`src/rtl/scan_mux_pkg.sv`:
```
// Shared types and default sizing for the scan_mux block.
package scan_mux_pkg;

  typedef enum logic [1:0] {
    IDLE = 2'd0,
    HOLD = 2'd1,
    DONE = 2'd2
  } state_t;

  localparam int DEF_N_CH = 16;
  localparam int DEF_W    = 1;

endpackage

```
`src/rtl/scan_mux_next_ch.sv`:
```
// scan_next_ch: combinational search for the lowest set mask bit strictly above ptr.
// Used by scan_mux only when SCAN_MASK_EN is defined.
module scan_next_ch #(
  parameter int N_CH  = 16,
  parameter int SEL_W = $clog2(N_CH)
) (
  input  logic [N_CH-1:0]  mask,
  input  logic [SEL_W-1:0] ptr,
  output logic [SEL_W-1:0] nxt,
  output logic             found
);

  // Walk downwards so the lowest qualifying channel is the last one written.
  always_comb begin
    // NOTE: every output gets a default before the loop, so no path leaves it unassigned (no latch).
    nxt   = '0;
    found = 1'b0;
    for (int i = N_CH - 1; i >= 0; i--) begin
      if (mask[i] && (i > int'(ptr))) begin
        nxt   = SEL_W'(i);
        found = 1'b1;
      end
    end
  end

endmodule

```
`src/rtl/scan_mux.sv`:
```
// scan_mux: registered N_CH:1 channel multiplexer with manual/scan request front end
// and out_valid/out_ready backpressure.
// Optional feature macro: SCAN_MASK_EN (adds ch_mask; scan visits only enabled channels).
module scan_mux
  import scan_mux_pkg::*;
#(
  parameter int N_CH  = DEF_N_CH,
  parameter int W     = DEF_W,
  parameter int SEL_W = $clog2(N_CH)
) (
  input  logic              clk,
  input  logic              rst,
  input  logic [N_CH*W-1:0] d,
  input  logic              req,
  input  logic              mode,
  input  logic [SEL_W-1:0]  sel_in,
`ifdef SCAN_MASK_EN
  input  logic [N_CH-1:0]   ch_mask,
`endif
  output logic [W-1:0]      op,
  output logic [SEL_W-1:0]  chan,
  output logic              out_valid,
  input  logic              out_ready,
  output logic              busy,
  output logic              done
);

  localparam logic [SEL_W-1:0] LAST = SEL_W'(N_CH - 1);

  state_t           state, state_nxt;
  logic [SEL_W-1:0] ptr, ptr_nxt;
  logic [SEL_W-1:0] sel_clamped, first_ch, step_ch;
  logic [W-1:0]     slice;
  logic             mode_q, accept, load, valid_nxt, more, any_set;

  assign accept = (state == IDLE) && req;
  assign busy   = (state != IDLE);
  assign done   = (state == DONE);

  // Out-of-range manual selects (non-power-of-2 N_CH) map to the last channel.
  always_comb begin
    sel_clamped = sel_in;
    if (int'(sel_in) > N_CH - 1) sel_clamped = LAST;
  end

`ifdef SCAN_MASK_EN
  logic [N_CH-1:0]  mask_q;
  logic [SEL_W-1:0] above0;
  logic             found0;

  // First channel of a scan comes from the live mask at the accepting edge.
  scan_next_ch #(.N_CH(N_CH), .SEL_W(SEL_W)) u_first (
    .mask (ch_mask),
    .ptr  ('0),
    .nxt  (above0),
    .found(found0)
  );

  // Successor of ptr comes from the mask latched with the request.
  scan_next_ch #(.N_CH(N_CH), .SEL_W(SEL_W)) u_step (
    .mask (mask_q),
    .ptr  (ptr),
    .nxt  (step_ch),
    .found(more)
  );

  assign any_set  = ch_mask[0] | found0;
  assign first_ch = ch_mask[0] ? '0 : above0;

  // Mask is captured only when a request is accepted.
  always_ff @(posedge clk or posedge rst) begin
    if (rst)         mask_q <= '0;
    else if (accept) mask_q <= ch_mask;
  end
`else
  assign any_set  = 1'b1;
  assign first_ch = '0;
  assign step_ch  = ptr + 1'b1;
  assign more     = (ptr != LAST);
`endif

  // Next state, next pointer and capture strobe.
  always_comb begin
    state_nxt = state;
    ptr_nxt   = ptr;
    load      = 1'b0;
    valid_nxt = out_valid;
    case (state)
      IDLE: begin
        valid_nxt = 1'b0;
        if (req) begin
          if (mode && !any_set) begin
            state_nxt = DONE;
          end else begin
            ptr_nxt   = mode ? first_ch : sel_clamped;
            load      = 1'b1;
            valid_nxt = 1'b1;
            state_nxt = HOLD;
          end
        end
      end
      HOLD: begin
        if (out_ready) begin
          if (mode_q && more) begin
            ptr_nxt = step_ch;
            load    = 1'b1;
          end else begin
            valid_nxt = 1'b0;
            state_nxt = DONE;
          end
        end
      end
      DONE: begin
        valid_nxt = 1'b0;
        state_nxt = IDLE;
      end
      default: begin
        valid_nxt = 1'b0;
        state_nxt = IDLE;
      end
    endcase
  end

  // Channel-slice mux on the pointer being captured this edge.
  always_comb begin
    slice = '0;
    for (int i = 0; i < N_CH; i++) begin
      if (ptr_nxt == SEL_W'(i)) slice = d[i*W +: W];
    end
  end

  // State register.
  always_ff @(posedge clk or posedge rst) begin
    // NOTE: sequential state uses non-blocking assignments so all registers update from pre-edge values.
    if (rst) state <= IDLE;
    else     state <= state_nxt;
  end

  // Pointer, latched mode and output sample registers.
  always_ff @(posedge clk or posedge rst) begin
    if (rst) begin
      ptr       <= '0;
      mode_q    <= 1'b0;
      op        <= '0;
      chan      <= '0;
      out_valid <= 1'b0;
    end else begin
      ptr       <= ptr_nxt;
      out_valid <= valid_nxt;
      if (accept) mode_q <= mode;
      if (load) begin
        op   <= slice;
        chan <= ptr_nxt;
      end
    end
  end

endmodule

```
`config.mk`:
```
export PLATFORM = sky130hd
export DESIGN_NAME = scan_mux
export DESIGN_NICKNAME = d
export VERILOG_FILES = /design/src/rtl/scan_mux_pkg.sv /design/src/rtl/scan_mux_next_ch.sv /design/src/rtl/scan_mux.sv
export SDC_FILE = /design/constraint.sdc
export NUM_CORES = 1
export LEC_CHECK = 0
export CAP_MARGIN = 20
export CORE_UTILIZATION = 45
export DETAILED_ROUTE_END_ITERATION = 10
export GPL_TIMING_DRIVEN = 0
export PLACE_DENSITY = 0.79
export SYNTH_ARGS = -nofsm -noshare
export SYNTH_HDL_FRONTEND = slang
export SYNTH_SLANG_ARGS = --single-unit
export TNS_END_PERCENT = 50
```
`constraint.sdc`:
```
create_clock -name clk -period 2.6 [get_ports clk]
set_clock_uncertainty 0.1 [all_clocks]
set_input_delay 0.39 -clock clk [delete_from_list [all_inputs] [get_ports clk]]
set_output_delay 0.39 -clock clk [all_outputs]
set_load 0.01 [all_outputs]
```
==> results.toml <==
[floorplan]
die_h_um = 49.22
die_area_mm2 = 0.002423
initial_utilization = 0.4963
ios = 33
core_area_mm2 = 0.002022
die_x_um = 49.22
row_count = 16

[sta]
fmax_ghz = 0.4042
fin_crit_ps = 2474
whs_ps = 318.5
worstMarginPinSlew_ps = 560.6
setup_viol_count_final = 0
worst_slack_ps = 126.2
slew_headroom = 0.6254
hold_viol = 0
post-route-period-util = 0.9515
tns_ps = 0
drv_slew = 0

[critical_path]
critPathRequiredTime_ps = 2660
worstPathMaxFanout = 10
cp_slowest_cell = "dfrtp_2"
path_cells = "ha_1 -> nand3_1 -> a21oi_2 -> buf_6 -> a21oi_1 -> mux2_1 -> o221ai_1 -> o211ai_1 -> o211a_1"
critical_path.endpoint_type = "flip-flop"
cp.arrival_ps = 2540
crit_type = "reg2reg"
cpPeakStageDelay_ps = 470
reg2reg_slack_ps = 130
start_kind = "flip-flop"

[placed_design]
gp_congestion = 0.7834
dp_slack_ps = -221.7
port_buffers = 32
dp_hpwl_um = 1745

[power_and_ir_drop]
p_leak_nw = 0.6093
p_per_area_mw_per_mm2 = 937.9
irDropWorstVdd_v = 0.0006173
finalPower_mw = 1.314

[clock_tree]
cts_inserted_buffers = 3
htree_levels = 1
clk_latency_ps = 270
clkSlewWorstSetupHoldPaths_ps = 80
cts_tree = "yes"
clk_path_buf_depth = 2
clock-sinks = 13
cts-root-buf = "clkbuf_4"

[logic_synthesis]
synth_seq_area_share = 0.3242
syn_inst = 97
synth_ff_type = "dfrtp_1"
synth.area.top_cells = "dfrtp_1 (32%), nand2_1 (6.0%), o311ai_4 (5.2%)"
synth-edff-count = 0
yosys_register_bits = 13
yosysTopAreaCell = "dfrtp_1"
synthesis.nets = 123
synth_cell_type_count = 46
synth_area_per_cell_um2 = 10.34
yosysTopAreaCellShare = 0.3242
synth.cell_area_mm2 = 0.001003
yosysWarnings = 0
synth-async-reset-ratio = 1.000

[drt]
detail-route-antenna-nets = 0
viasPerCell = 5.665
wl_per_cell_um = 14.32
routed_wl_um = 2305
drtPass1Iterations = 4
detail_route.iter0.violations = 15
drc = 0
vias = 912

[global_routing]
grt_max_degree = 14
gr-total-overflow = 0
grt_usage = 0.2036
antenna_found_initial = 0
grt_pass1_vias = 846
grt_pass1_wl_um = 3788

[final_layout]
multiInputGateArea_um2 = 635.6
drive_gt1_frac = 0.1940
layout_common_cells = "clkdlybuf4s50_1 (31), nand2_1 (16), dfrtp_1 (12)"
seqCellArea_um2 = 326.6
syn2layout_area_growth_pct = 39.65
layout_commonest_cell = "clkdlybuf4s50_1"
nets = 161
diodes = 0
utilization = 0.6931
n_fill_cell = 169

[outcome]
status = "finished, final reports clean"

[min_path]
hold_path_class = "in2async"

[flow_run]
drv_cap = 0
[registers in the layout, summed over array words and instances, names as in the netlist]
name,cells
chan,4
mode_q,1
op,1
out_valid,1
ptr,4
state,2
[metrics by stage]
stage / area (um^2) / std cells
after floorplan: 1003 / 97
after global placement: 1358 / 156
after detailed placement: 1358 / 156
after CTS: 1384 / 160
after global routing: 1401 / 161
final: 1401 / 161
[power breakdown]
group          total, mW  switching [mW]  internal (mW)
logic              0.799           0.382          0.417
clock network      0.124          0.0641         0.0594
registers          0.392           0.102          0.290
total               1.31           0.548          0.767
[what timing repair did]
item / 4_1_cts / 5_1_grt
buffers inserted: 0 / 1
hold buffers: 0 / 0
resized for setup: 0 / 3
endpoints found under the setup margin: 0 / 1
[critical path: cells and delay by family, from the launching register on]
| kind | cells | cell delay, ps |
|---|---|---|
| compound gates | 5 | 880 |
| fa+ha+maj | 1 | 240 |
| buf+inv | 1 | 180 |
| flops | 1 | 470 |
| mux | 1 | 320 |
| simple gates | 1 | 170 |
[path summary, 6_finish.rpt]
kind	end	start	cells after the start
worst min register to register	chan[3]$_DFFE_PP0P_	chan[3]$_DFFE_PP0P_	1
worst max-delay path	op$_DFFE_PP0P_	ptr[0]$_DFF_PP0_	9
worst min-delay path	state[1]$_DFFE_PP0P_	rst	2
worst max register to register	op$_DFFE_PP0P_	ptr[0]$_DFF_PP0_	9
min in group clk	state[1]$_DFFE_PP0P_	out_ready	3
max in group asynchronous	ptr[0]$_DFF_PP0_	rst	2
[cells by family (layout without fill, tap and decap cells)]
kind of cell | count (synthesis) | in the layout | synth area share
and+or+nand+nor | 37 | 37 | 0.2394
AOI/OAI and AO/OA | 30 | 30 | 0.2806
DFF | 13 | 13 | 0.3242
muxes | 9 | 9 | 0.09476
buffers and inverters | 7 | 44 | 0.04862
adders and majority gates | 1 | 1 | 0.01247
[synth_stat cells, types with 3 or more instances]
cell     number
nand2_1      16
dfrtp_1      13
mux2i_1       5
a22oi_1       4
a21oi_1       3
buf_6         3
inv_1         3
mux2_1        3
nand3_1       3
o21ai_0       3
[area by class of cell]
class / count / share of cell area
Inverter: 4 / 0.01071
Buffer: 3 / 0.02411
Timing Repair Buffer: 33 / 0.2357
Sequential cell: 13 / 0.2330
Clock buffer: 4 / 0.01875
Tap cell: 27 / 0.02411
Multi-Input combinational cell: 77 / 0.4536
[routing by layer]
metal | up-vias | wire [um] | track usage
met3 | 2 | 124 | 0.02181
met4 | 0 | 15 | 0.08824
met5 | - | 0 | 0
met2 | 33 | 1085 | 0.3333
li1 | 446 | - | -
met1 | 431 | 1080 | 0.2690
No activity file was read; power rests on OpenSTA's default activity.
